`config.mk`:
```
export PLATFORM = sky130hd
export DESIGN_NAME = fetch_queue
export DESIGN_NICKNAME = d
export VERILOG_FILES = /design/src/rtl/fetch_queue.sv
export SDC_FILE = /design/constraint.sdc
export NUM_CORES = 1
export LEC_CHECK = 0
export ABC_AREA = 1
export CAP_MARGIN = 20
export CORE_MARGIN = 2
export CORE_UTILIZATION = 59
export DETAILED_ROUTE_END_ITERATION = 8
export PLACE_DENSITY = 0.85
export SETUP_SLACK_MARGIN = 0.15
export SLEW_MARGIN = 5
export SYNTH_ARGS = -nofsm -noshare
export SYNTH_HDL_FRONTEND = slang
export SYNTH_SLANG_ARGS = --single-unit
```
`constraint.sdc`:
```
create_clock -name CLK -period 8.55 [get_ports CLK]
set_clock_uncertainty 0.2 [all_clocks]
set_input_delay 1.71 -clock CLK [delete_from_list [all_inputs] [get_ports CLK]]
set_output_delay 1.71 -clock CLK [all_outputs]
set_load 0.03 [all_outputs]
```
`src/rtl/fetch_queue.sv`:
```
// fetch_queue: instruction queue between fetch and decode.
// Captures {pc, instruction} pairs in a circular buffer and presents the oldest
// entry to decode in show-ahead form. Back-pressures fetch through in_ready.
// FLUSH discards every queued entry.
//
// Ports:
//   CLK, RST         clock, synchronous active-high reset
//   FLUSH            discard all entries (synchronous)
//   push             fetch presents in_instruction/in_pc this cycle
//   in_instruction   instruction word
//   in_pc            PC of in_instruction
//   in_ready         queue accepts a push this cycle
//   pop              decode consumes the head entry this cycle
//   out_valid        head entry is valid
//   out_instruction  head instruction (0 when empty)
//   out_pc           head PC (0 when empty)
//   count            occupied entries, 0..DEPTH
module fetch_queue #(
  parameter int unsigned DEPTH = 4,
  parameter int unsigned WIDTH = 32
) (
  input  logic                     CLK,
  input  logic                     RST,
  input  logic                     FLUSH,
  input  logic                     push,
  input  logic [WIDTH-1:0]         in_instruction,
  input  logic [WIDTH-1:0]         in_pc,
  output logic                     in_ready,
  input  logic                     pop,
  output logic                     out_valid,
  output logic [WIDTH-1:0]         out_instruction,
  output logic [WIDTH-1:0]         out_pc,
  output logic [$clog2(DEPTH):0]   count
);

  localparam int unsigned AW = $clog2(DEPTH);
  localparam int unsigned CW = AW + 1;

  logic [2*WIDTH-1:0] mem [DEPTH];
  logic [AW-1:0]      wr_ptr;
  logic [AW-1:0]      rd_ptr;
  logic               wr_en;
  logic               rd_en;
  logic [2*WIDTH-1:0] head;

  // A full queue still accepts a push when decode pops in the same cycle.
  assign in_ready  = (count != CW'(DEPTH)) | pop;
  assign out_valid = (count != '0);

  assign wr_en = push & in_ready & ~FLUSH;
  assign rd_en = pop & out_valid & ~FLUSH;

  assign head            = mem[rd_ptr];
  assign out_pc          = out_valid ? head[2*WIDTH-1:WIDTH] : '0;
  assign out_instruction = out_valid ? head[WIDTH-1:0]       : '0;

  // Storage is never cleared; entries are invalidated by pointer/count state.
  always_ff @(posedge CLK) begin
    if (wr_en && !RST) begin
      mem[wr_ptr] <= {in_pc, in_instruction};
    end
  end

  always_ff @(posedge CLK) begin
    if (RST || FLUSH) begin
      wr_ptr <= '0;
      rd_ptr <= '0;
      count  <= '0;
    end else begin
      if (wr_en) begin
        wr_ptr <= wr_ptr + AW'(1);
      end
      if (rd_en) begin
        rd_ptr <= rd_ptr + AW'(1);
      end
      case ({wr_en, rd_en})
        2'b10:   count <= count + CW'(1);
        2'b01:   count <= count - CW'(1);
        default: count <= count;
      endcase
    end
  end

endmodule

```
==> run_results.csv <==
group,metric,value,unit
power_and_ir_drop,p_leak,0.00423,uW
placement,port-buffer-count,137,
yosys,syn_area,10400,um^2
grt,grt_antenna_before_repair,0,
power_and_ir_drop,vdd_drop_max,0.189,mV
sta,min_period,5690,ps
flow_run,maxCapViolCount,0,
run_status,status,"finished, final reports clean",
sta,finalCritPeriodShare,0.665,
yosys,ys_warn_count,0,
die,die_y,137,um
clocking,cts_root_buffer,"clkbuf_16",
sta,whs,315,ps
final_layout,final_area,12600,um^2
power_and_ir_drop,p_sw,541,uW
grt,gr-total-overflow,0,
placement,routabilityCongestion,0.743,
die,dieWidth,137,um
sta,relSlewSlack,0.294,
worst_setup_path,crit_chain,"clkinv_2, buf_4, o21ai_1, a21oi_1, clkdlybuf4s50_1",
worst_setup_path,end_kind,"output port",
final_layout,diodes,0,
sta,drv_slew,0,
placement,detailedPlace.worstSlack,3320,ps
final_layout,fin_nets,1029,
yosys,synthesis.nets,903,
yosys,synth-edff-count,256,
die,io_pins,138,
route,dr.pass1.iters,5,
yosys,synth-main-ff-cell,"edfxtp_1",
route,drc,0,
placement,dp_cells,1152,
power_and_ir_drop,clock_power_share,0.383,
clocking,cts_setup_buffers,0,
yosys,ys_types,18,
yosys,ys_ff_latch,265,
sta,finalHoldViolCount,0,
worst_setup_path,cp_slowest_cell,"clkinv_2",
worst_setup_path,cp_max_fo,66,
final_layout,syn_to_final_growth,21.0,%
worst_setup_path,r2r_slack,5580,ps
route,vias,6652,
clocking,cts_tree,"built",
placement,dpl_cell_area,11900,um^2
placement,dpl.hpwl,12.1,mm
worst_setup_path,r2r-start,"count[2]$_SDFFE_PP0P_",
worst_setup_path,reg2reg_to,"mem[0][46]$_DFFE_PP_",
die,coreArea,17300,um^2
yosys,ys_top_cells_by_count,"nor2_1, edfxtp_1, o21ai_0",
hold_path,hold_path_class,"reg2reg",
clocking,clkTransAtPathRegs,60,ps
grt,grt_pass1_wl,32.8,mm
power_and_ir_drop,p_sw_frac,0.208,
sta,fin_ws,2860,ps
yosys,synthArstFlopShare,0,
hold_path,holdPathEnd,"rd_ptr[0]$_SDFFE_PP0P_",
die,rows,48,
sta,tns,0,ps
power_and_ir_drop,power_frac_seq,0.553,
die,dieArea,18700,um^2
worst_setup_path,path_class,"reg2out",
yosys,ys_top_cells_by_area,"edfxtp_1, nor2_1, o21ai_0",
sta,fmax,176,MHz
worst_setup_path,max_stage_delay,820,ps
grt,track_usage,0.228,
yosys,avgSynthCellArea,12.6,um^2
worst_setup_path,worst_ep_arrival_time,3780,ps
final_layout,drive_gt1_frac,0.0516,
power_and_ir_drop,p_per_area,207,nW/um^2
yosys,synth_top_area_share,0.738,
clocking,cts_buffers,25,
grt,grt_max_degree,67,
clocking,ctsResizeCount,0,
clocking,insertion_delay,510,ps
clocking,htree_levels,1,
yosys,synthCells,828,
worst_setup_path,r2r_cells,6,
sta,grt_setup_unrepaired,"no",
sta,setup_violations,0,
route,wl,21.3,mm
route,routed_via_density,5.57,
route,wire_per_inst,17.9,um
final_layout,fin_cells,1194,
power_and_ir_drop,internal-power,2070,uW
route,drt-initial-drc-count,643,
hold_path,min_path_cells,2,
clocking,clock_path_buffers,3,
yosys,yosys.area.top_type,"edfxtp_1",
route,final_antenna_net_count,0,
worst_setup_path,cp.required,6640,ps
die,start_util,0.602,
yosys,seq_area_frac_synth,0.755,
clocking,ctsHoldBuffers,0,
yosys,synth_most_common_cell,"nor2_1",
grt,grt_pass1_vias,6582,
hold_path,hp-start,"rd_ptr[0]$_SDFFE_PP0P_",
sta,tightest_slew,1060,ps
clocking,cts_sinks,265,
power_and_ir_drop,pwr-share-comb,0.064,
worst_setup_path,start_kind,"register",
## final cells by class
cell class | instances | area [um^2]
inverters | 19 | 72.6
fillers | 1127 | 4690
well taps | 225 | 282
repair buffers | 146 | 1440
multi-input cells | 497 | 2210
clock buffers | 29 | 641
clock inverters | 13 | 88.8
flip-flops and latches | 265 | 7870
## how the worst max path moves through the flow
stage,endpoint,start,depth (start not counted)
after global routing,out_pc[3],register,5
after global placement,out_pc[0],register,5
after detailed placement,out_pc[15],register,5
after floorplan,mem[0][0]$_DFFE_PP_,pop,4
after CTS,out_pc[15],register,5
final,out_pc[15],register,5
## cells by family after synthesis
family / count (synthesis) / synth area share
AND/OR/NAND/NOR: 293 / 0.106
flip-flops: 265 / 0.755
AO/OA/AOI/OAI: 198 / 0.0952
buffers and inverters: 66 / 0.0352
adder cells (fa/ha/maj): 6 / 0.00793
## sequential cells by signal, indices dropped and copies added (netlist names), named ones only
name and count:
mem 256, count 3, wr_ptr 2, rd_ptr 2
## stage by stage
step | utilization | total power [uW]
after floorplan | - | 1550
after global placement | 0.687 | 1630
after detailed placement | 0.687 | 1640
after CTS | 0.729 | 2620
after global routing | 0.729 | 2680
final | 0.729 | 2610
## placed cells by master, fill, tap and decap left out, types with 2 or more instances in the layout
| master | count |
|---|---|
| a21oi_1 | 67 |
| buf_4 | 9 |
| clkbuf_1 | 4 |
| clkbuf_16 | 25 |
| clkdlybuf4s50_1 | 137 |
| clkinv_1 | 6 |
| clkinv_2 | 5 |
| dfxtp_1 | 7 |
| edfxtp_1 | 256 |
| ha_1 | 5 |
| inv_1 | 16 |
| inv_2 | 2 |
| nand2_1 | 14 |
| nand3_1 | 3 |
| nor2_1 | 271 |
| nor2_4 | 4 |
| o21ai_0 | 121 |
| o21ai_1 | 10 |
## critical path, delay by kind of cell, from the launching register on
| kind | cells | cell delay (ps) |
|---|---|---|
| DFF | 1 | 810 |
| buffers and inverters | 3 | 2020 |
| AOI/OAI and AO/OA | 2 | 400 |
## power by group through the flow
stage          combinational, uW  sequential (uW)  clock, uW
2_1_floorplan               78.5             1470          0
3_3_place_gp                 161             1470          0
3_5_place_dp                 165             1470          0
4_1_cts                      166             1440       1010
5_1_grt                      178             1440       1060
6_report                     166             1440        999
## routing by layer
layer,track usage,part of all wire,vias to the layer above
li1,-,-,3162
met1,0.294,0.39,3179
met2,0.401,0.51,266
met3,0.0407,0.078,45
met4,0.0676,0.022,0
met5,0,0,-
No activity file was read; power rests on OpenSTA's default activity.
